## config.mk

```make
export PLATFORM = sky130hd
export DESIGN_NAME = instruction_loader
export DESIGN_NICKNAME = d
export VERILOG_FILES = /design/src/rtl/instruction_loader_pkg.sv /design/src/rtl/instruction_loader_word_assembler.sv /design/src/rtl/instruction_loader.sv
export SDC_FILE = /design/constraint.sdc
export NUM_CORES = 1
export LEC_CHECK = 0
export CAP_MARGIN = 20
export CORE_MARGIN = 5
export CORE_UTILIZATION = 46
export CTS_BUF_LIST = sky130_fd_sc_hd__clkbuf_16
export DETAILED_ROUTE_END_ITERATION = 6
export GPL_TIMING_DRIVEN = 0
export HOLD_SLACK_MARGIN = 0.12
export PLACE_DENSITY = 0.7
export SYNTH_ARGS = -nofsm -noshare
export SYNTH_HDL_FRONTEND = slang
export SYNTH_SLANG_ARGS = --single-unit
```

## constraint.sdc

```tcl
create_clock -name clk -period 8.5 [get_ports clk]
set_input_delay 2.55 -clock clk [delete_from_list [all_inputs] [get_ports clk]]
set_output_delay 2.55 -clock clk [all_outputs]
set_load 0.02 [all_outputs]
```

## src/rtl/instruction_loader_pkg.sv

```systemverilog
// Purpose: shared FSM state type and sizing defaults for the instruction loader.
// Latency: n/a (types and constants only).
// Backpressure: n/a.
package instruction_loader_pkg;

  localparam int DEPTH_DEF  = 64;
  localparam int ADDR_W_DEF = 6;
  localparam int WORD_BYTES = 4;

  typedef enum logic [1:0] {
    IDLE  = 2'd0,
    LOAD  = 2'd1,
    WRITE = 2'd2,
    DONE  = 2'd3
  } state_t;

endpackage

```

## src/rtl/instruction_loader_word_assembler.sv

```systemverilog
// Purpose: packs a little-endian byte stream into 32-bit words.
// Latency: combinational word_o, valid in the cycle the last byte is accepted.
// Backpressure: none of its own; accepts whenever accept_i is high.
// Ports: clk/reset; clear_i restarts at byte 0; accept_i + byte_i shift a byte in;
//        word_o is the word that includes byte_i; last_o flags the final byte of a word.
module word_assembler
  import instruction_loader_pkg::*;
(
  input  logic        clk,
  input  logic        reset,
  input  logic        clear_i,
  input  logic        accept_i,
  input  logic [7:0]  byte_i,
  output logic [31:0] word_o,
  output logic        last_o
);

  // Only the first three bytes need storage; the fourth comes straight from byte_i.
  logic [23:0] sh_q;
  logic [1:0]  cnt_q;

  always_ff @(posedge clk) begin
    if (reset || clear_i) begin
      sh_q  <= '0;
      cnt_q <= '0;
    end else if (accept_i) begin
      sh_q  <= {byte_i, sh_q[23:8]};
      cnt_q <= cnt_q + 2'd1;  // wraps to 0 after the last byte of a word
    end
  end

  assign word_o = {byte_i, sh_q};
  assign last_o = (cnt_q == 2'(WORD_BYTES - 1));

endmodule

```

## src/rtl/instruction_loader.sv

```systemverilog
// Purpose: streams bytes into 32-bit words and writes them to an external instruction memory.
// Latency: mem_we rises 1 cycle after the 4th byte handshake; 5 cycles per word back-to-back.
// Backpressure: byte_ready high only in LOAD; low during WRITE/DONE/IDLE.
// Ports: start/word_count open a session; byte_in/byte_valid/byte_ready carry bytes;
//        mem_we/mem_addr/mem_wdata drive the memory; busy/done/error/checksum report status.
module instruction_loader
  import instruction_loader_pkg::*;
#(
  parameter int DEPTH  = DEPTH_DEF,
  parameter int ADDR_W = ADDR_W_DEF
) (
  input  logic              clk,
  input  logic              reset,
  input  logic              start,
  input  logic [ADDR_W:0]   word_count,
  input  logic [7:0]        byte_in,
  input  logic              byte_valid,
  output logic              byte_ready,
  output logic              mem_we,
  output logic [ADDR_W-1:0] mem_addr,
  output logic [31:0]       mem_wdata,
  output logic              busy,
  output logic              done,
  output logic              error,
  output logic [31:0]       checksum
);

  localparam logic [ADDR_W:0] DEPTH_C = (ADDR_W + 1)'(DEPTH);

  state_t              state_q;
  logic [ADDR_W-1:0]   idx_q;
  logic [ADDR_W:0]     count_q;
  logic                byte_ready_q, mem_we_q, busy_q, done_q, error_q;
  logic [ADDR_W-1:0]   mem_addr_q;
  logic [31:0]         mem_wdata_q, checksum_q;

  logic        legal_count, start_ok, accept, last_word, asm_last;
  logic [31:0] asm_word;

  assign legal_count = (word_count != '0) && (word_count <= DEPTH_C);
  assign start_ok    = (state_q == IDLE) && start && legal_count;
  // byte_ready_q is only ever set while in LOAD, so it alone qualifies the handshake.
  assign accept      = byte_valid && byte_ready_q;
  assign last_word   = ({1'b0, idx_q} == (count_q - 1'b1));

  word_assembler u_asm (
    .clk      (clk),
    .reset    (reset),
    .clear_i  (start_ok),
    .accept_i (accept),
    .byte_i   (byte_in),
    .word_o   (asm_word),
    .last_o   (asm_last)
  );

  always_ff @(posedge clk) begin
    if (reset) begin
      state_q      <= IDLE;
      idx_q        <= '0;
      count_q      <= '0;
      byte_ready_q <= 1'b0;
      mem_we_q     <= 1'b0;
      mem_addr_q   <= '0;
      mem_wdata_q  <= '0;
      busy_q       <= 1'b0;
      done_q       <= 1'b0;
      error_q      <= 1'b0;
      checksum_q   <= '0;
    end else begin
      case (state_q)
        IDLE: begin
          if (start) begin
            if (legal_count) begin
              state_q      <= LOAD;
              idx_q        <= '0;
              count_q      <= word_count;
              checksum_q   <= '0;
              error_q      <= 1'b0;
              byte_ready_q <= 1'b1;
              busy_q       <= 1'b1;
            end else begin
              error_q <= 1'b1;
            end
          end
        end
        LOAD: begin
          if (accept && asm_last) begin
            state_q      <= WRITE;
            byte_ready_q <= 1'b0;
            mem_we_q     <= 1'b1;
            mem_addr_q   <= idx_q;
            mem_wdata_q  <= asm_word;
          end
        end
        WRITE: begin
          mem_we_q    <= 1'b0;
          mem_addr_q  <= '0;
          mem_wdata_q <= '0;
          checksum_q  <= checksum_q + mem_wdata_q;
          // count_q <= DEPTH, so the index tops out at DEPTH-1 and never wraps.
          if (last_word) begin
            state_q <= DONE;
            busy_q  <= 1'b0;
            done_q  <= 1'b1;
          end else begin
            idx_q        <= idx_q + 1'b1;
            state_q      <= LOAD;
            byte_ready_q <= 1'b1;
          end
        end
        DONE: begin
          done_q  <= 1'b0;
          state_q <= IDLE;
        end
        default: state_q <= IDLE;
      endcase
    end
  end

  assign byte_ready = byte_ready_q;
  assign mem_we     = mem_we_q;
  assign mem_addr   = mem_addr_q;
  assign mem_wdata  = mem_wdata_q;
  assign busy       = busy_q;
  assign done       = done_q;
  assign error      = error_q;
  assign checksum   = checksum_q;

endmodule

```

# --- Word level (Yosys, flattened, before mapping) ---
# Index checks and enable logic that the tools add are counted.
# W data, S select, Z words.
word_totals:
  reg_bits: 116
  in_bits: 19
  output_inout_bits: 75
op_classes:
  n_addsub: 4
  order_cmp: 1
  eq_ne: 10
  muxes: 28
  n_reduce_logical: 21
op_table:
  columns: ["cell", "n"]
  rows:
  - ["$pmux W32 S2", 2]
  - ["$mux W32", 3]
  - ["$add A32 B32 Y32", 1]
  - ["$mux W6", 4]
  - ["$pmux W6 S2", 2]
  - ["$ne A2 B2 Y1 const B", 5]
  - ["$reduce_and A3 Y1", 3]
  - ["$mux W1", 8]
  - ["$mux W2", 4]
  - ["$pmux W2 S4", 1]
  - ["$reduce_and A4 Y1", 2]
  - ["$eq A6 B7 Y1", 1]
  - ["$le A7 B7 Y1 const B", 1]
  - ["$reduce_bool A7 Y1", 1]
  - ["$sub A7 B1 Y7 const B", 1]
  - ["$add A6 B1 Y6 const B", 1]
  - ["$eq A2 B2 Y1 const B", 3]
  - ["$pmux W1 S2", 3]
  - ["$reduce_and A2 Y1", 3]
  - ["$reduce_bool A2 Y1", 3]
  - ["$logic_and A1 B1 Y1", 5]
  - ["$reduce_and A5 Y1", 1]
  - ["$pmux W1 S3", 1]
  - ["$reduce_bool A3 Y1", 1]
  - ["4 further kinds", 4]

# --- Logic depth before layout (Yosys ltp) ---
logic_depth:
  depth_word: 5
  ltp_mapped: 11
  mapped_depth_nobuf: 11

# --- Hierarchy ---
# From an unflattened synthesis, not the netlist that was laid out.
unflattened:
  hier_cells: 729
  area_unflattened_um2: 6124.6
modules_own_cells:
  columns: ["mod", "instances", "cells_per_inst", "area_each_um2", "seq_area_each_um2"]
  rows:
  - ["instruction_loader", 1, 635, 5093.6, 1801.7]
  - ["word_assembler", 1, 94, 1031.0, 520.5]

# --- Least setup slack after synthesis ---
# No wires, ideal clock.
synth_path:
  path_type: "input-to-reg"
  start: "input port word_count[0]"
  end: "register idx_q[3]"
  t_arrival_ns: 4.355
  slack_ns: 4.074
  cell_stages: 8
  path_buffers: 1
  path_cell_list: "or4_4 o21ai_2 a31oi_1 or2_1 buf_2 a41o_4 or3_1 a21oi_1"
synth_between:
  elab_chain_len: 4
  word_cells_on_any_way: 5
synth_rtl:
  columns: ["item", "line_no", "text"]
  rows:
  - ["from (decl)", "instruction_loader.sv:15", "input logic [ADDR_W:0] word_count,"]
  - ["$le A7 B7 Y1 or $reduce_bool A7 Y1 (tied branches)", "instruction_loader.sv:40", "assign legal_count = (word_count != '0) && (word_count <= DEPTH_C);"]
  - ["$logic_and A1 B1 Y1 (*)", "instruction_loader.sv:40", null]
  - ["$ne A2 B2 Y1 (no line) (*)", null, null]
  - ["$reduce_and A4 Y1 (no line) (*)", null, null]
  - ["to (signal assigned)", "instruction_loader.sv:106", "idx_q <= idx_q + 1'b1;"]
  - ["to (decl)", "instruction_loader.sv:31", "logic [ADDR_W-1:0] idx_q;"]
# Mark *: on every way between the ends. The rest lies on a longest branch, timed or not.
# A chain may end at the register's enable or synchronous reset.

# --- Final worst setup path ---
layout_path:
  start: "input port word_count[0]"
  end: "register checksum_q[29] (netlist: checksum[29])"
layout_between:
  elab_chain_len: 4
  word_cells_on_any_way: 5
layout_rtl:
  columns: ["item", "line_no", "text"]
  rows:
  - ["$le A7 B7 Y1 or $reduce_bool A7 Y1 (tied branches)", "instruction_loader.sv:40", null]
  - ["$logic_and A1 B1 Y1 (*)", "instruction_loader.sv:40", null]
  - ["$ne A2 B2 Y1 (no line) (*)", null, null]
  - ["$reduce_and A3 Y1 (no line) (*)", null, null]
  - ["to (signal assigned)", "instruction_loader.sv:99", "checksum_q <= checksum_q + mem_wdata_q;"]
  - ["to (decl)", "instruction_loader.sv:35", "logic [31:0] mem_wdata_q, checksum_q;"]
# Marked as above.

==> results.md <==
- Cells after synthesis: 763
- #FFs+latches synth: 116
- Hold/Removal Path Class: flip-flop to flip-flop
- Reg2Reg Capture Point: checksum[24]$_SDFFE_PP0P_
- Pleak: 0.002888 µW
- Final design instance area without fill: 7724 µm²
- Sink Count: 116
- Post-CTS setup buffer count: 0
- Clk slew on worst S/H paths: 0.05 ns
- Clock skew: 0.008674 ns
- Count of warnings emitted by yosys: 0
- Count of endpoints failing setup in the final report: 0
- Die boundary width: 124.3 µm
- Synthesized netlist net count: 817
- Met1 track demand over resource in global routing: 29.06%
- Wirelength per Cell: 16.63 µm
- Largest cells by area after synthesis: dfxtp_1, a21oi_1, nand2_1, ha_1, nand3_1
- GRT Overall Usage: 22.60%
- Total power divided by cell area: 168.2 nW/µm²
- Share of post-route cells with drive strength above 1: 4.955%
- Setup slack after placement: 3.403 ns
- Met3 capacity usage during global routing: 5.017%
- Count of flip-flops with a built-in enable after synthesis: 0
- Number of core rows: 41
- Crit path max fanout: 10
- Number of cells on the worst reg-to-reg path: 11
- Final worst path period need: 4.695 ns
- Number of I/O port buffers: 93
- Run status: finished, final reports clean
- Post-Place Cell Area: 7156 µm²
- Dominant cell type by area after synthesis: dfxtp_1
- Setup repair after global routing missed its margin: false
- Required time worst endpoint: 8.86 ns
- Launch instance of the worst register-to-register path: mem_wdata[0]$_SDFFE_PP0P_
- Ant diodes: 0
- Initial Utilization: 47.24%
- Die height: 124.3 µm
- Pin slew with the least headroom to its limit: 0.8002 ns
- End of the worst hold path: mem_wdata[2]$_SDFFE_PP0P_
- Area Growth Syn to Fin: 28.52%
- Worst ir drop on vdd: 0.1127 mV
- Final number of max-transition violations: 0
- H-tree lvl count: 4
- Type of the worst setup path: input port to flip-flop
- Tightest slew margin relative to the limit: 46.16%
- Final RePlAce weighted congestion: 0.9473
- Most frequent cells in the layout: nand2_1, dfxtp_1, a21oi_1
- Synth top area share: 38.64%
- Total length of routed wires: 17,630 µm
- Async set or reset register ratio after synthesis: 0%
- Worst R2R Setup Slack: 5.26 ns
- Die footprint: 15,450 µm²
- Cell at the root of the clock tree: clkbuf_16
- Initial antenna violation count: 0
- Critical path startpoint category: input port
- Area of the mapped netlist: 6010 µm²
- Count of hold-fix buffers inserted at cts: 0
- Number of unique standard cell types used by synthesis: 54
- Summed negative setup slack over all endpoints: 0 ns
- Clock latency on the worst-skew pair: 0.42 ns
- Most common cell after layout, fill and taps aside: nand2_1
- Detailed placement HPWL: 13,360 µm
- Remaining antenna violation count: 0
- Final Net Count: 929
- Final period util: 55.24%
- Mean number of vias per cell: 5.625
- Synth Flop Type: dfxtp_1
- Remaining global-route overflow: 0
- Kind of end point of the critical path: flip-flop
- Wire length of the first global-routing pass: 29,040 µm
- Floorplan core area: 12,720 µm²
- I/O pin cnt: 94
- DRT Pass-1 Iters: 5
- Number of max-capacitance violations reported: 0
- Worst setup slack after layout: 3.805 ns
- Total number of vias: 5,962
- Post-synthesis sequential area ratio: 38.64%
- 1st-iter DRT viols: 611
- Final hold viol count: 0
- Top achievable clock speed: 213.0 MHz
- Count of instances resized after the clock tree is built: 0
- TritonCTS clock tree: yes
- Via count of the first global-routing pass: 5,737
- Layer with the highest usage: met2
- Hold_sp: u_asm.sh_q[2]$_SDFFE_PP0P_
- Number of buffers on the longest clock path: 2
- Avg Cell Area, Syn: 7.876 µm²
- Clock buffer count from CTS: 17
- CP Data Arrival Time: 5.05 ns
- DRC violations left: 0
- Number of stages on the worst hold path: 2
- Maximum number of pins on one net before global-route repair: 17
- Met2 demand-to-capacity share in global routing: 37.40%
-- state kept, by name, indices dropped and copies added, names as in the netlist --
signal / flops
error: 1
busy: 1
mem_addr: 6
byte_ready: 1
u_asm.cnt_q: 2
checksum: 32
done: 1
mem_wdata: 32
state_q: 2
idx_q: 6
u_asm.sh_q: 24
count_q: 7
mem_we: 1
-- power breakdown --
group | leakage (µW) | internal (µW) | switching (µW)
Sequential | 0.000936 | 548 | 4.58
Clock | 0.000269 | 426 | 264
Combinational | 0.00168 | 22.0 | 34.9
-- cell usage after synthesis, types with 16 or more instances --
cell type  number
clkbuf_1       41
ha_1           34
dfxtp_1       116
nor2_1         50
a21oi_1       105
a21o_1         18
nand2_1       137
xnor2_1        21
xor2_1         17
o21ai_0        43
inv_1          16
nand3_1        46
-- per-layer routing --
layer  wire length, µm  part of all wire, %
met4               293                  1.7
met5                 0                    0
met2              8406                   48
met1              7992                   45
met3               933                  5.3
-- cells by family after synthesis --
kind of cell,Yosys count,synth area share (%)
compound gates,221,22.19
buf+inv,63,4.018
flops,116,38.64
fa+ha+maj,35,7.412
xor+xnor,38,5.538
simple gates,282,20.86
mux,8,1.333
-- metrics by stage --
step	instances	hold WS (ns)	power, µW	utilization [%]
finish	1060	0.4544	1299	60.71
global route	1060	0.4741	1337	60.71
CTS	1060	0.4573	1305	60.71
detailed placement	1028	0.4474	620.7	56.25
global placement	1028	0.4459	619.3	56.25
floorplan	763	0.4322	595.7	-
-- layout make-up --
type / count / area (µm²)
Inverter: 16 / 60.06
Timing Repair Buffer: 93 / 930.9
Multi-Input combinational cell: 584 / 3446
Clock buffer: 17 / 425.4
Tap cell: 172 / 215.2
Buffer: 47 / 181.4
Fill cell: 1185 / 4999
Clock inverter: 15 / 142.6
Sequential cell: 116 / 2322
-- worst max path at each step --
stage	depth (start not counted)	to	slack (ns)	from
after floorplan	8	idx_q[3]$_SDFFE_PP0P_	4.07	word_count[0]
after global placement	10	checksum[29]$_SDFFE_PP0P_	3.42	word_count[0]
after detailed placement	10	checksum[29]$_SDFFE_PP0P_	3.40	word_count[0]
after CTS	10	checksum[29]$_SDFFE_PP0P_	3.82	word_count[0]
after global routing	7	u_asm.cnt_q[0]$_SDFFE_PP0P_	3.61	word_count[0]
final	10	checksum[29]$_SDFFE_PP0P_	3.80	word_count[0]
-- worst max-delay path, cell delays in order --
cell             delay (ns)
clkdlybuf4s50_1        0.42
or4_4                  0.56
or3_1                  0.34
a31oi_1                0.16
or2_1                  0.10
buf_2                  0.19
nor2b_1                0.19
buf_2                  0.31
a22oi_1                0.14
nand2_1                0.08
Note: power is estimated with default switching activity, not from simulation.
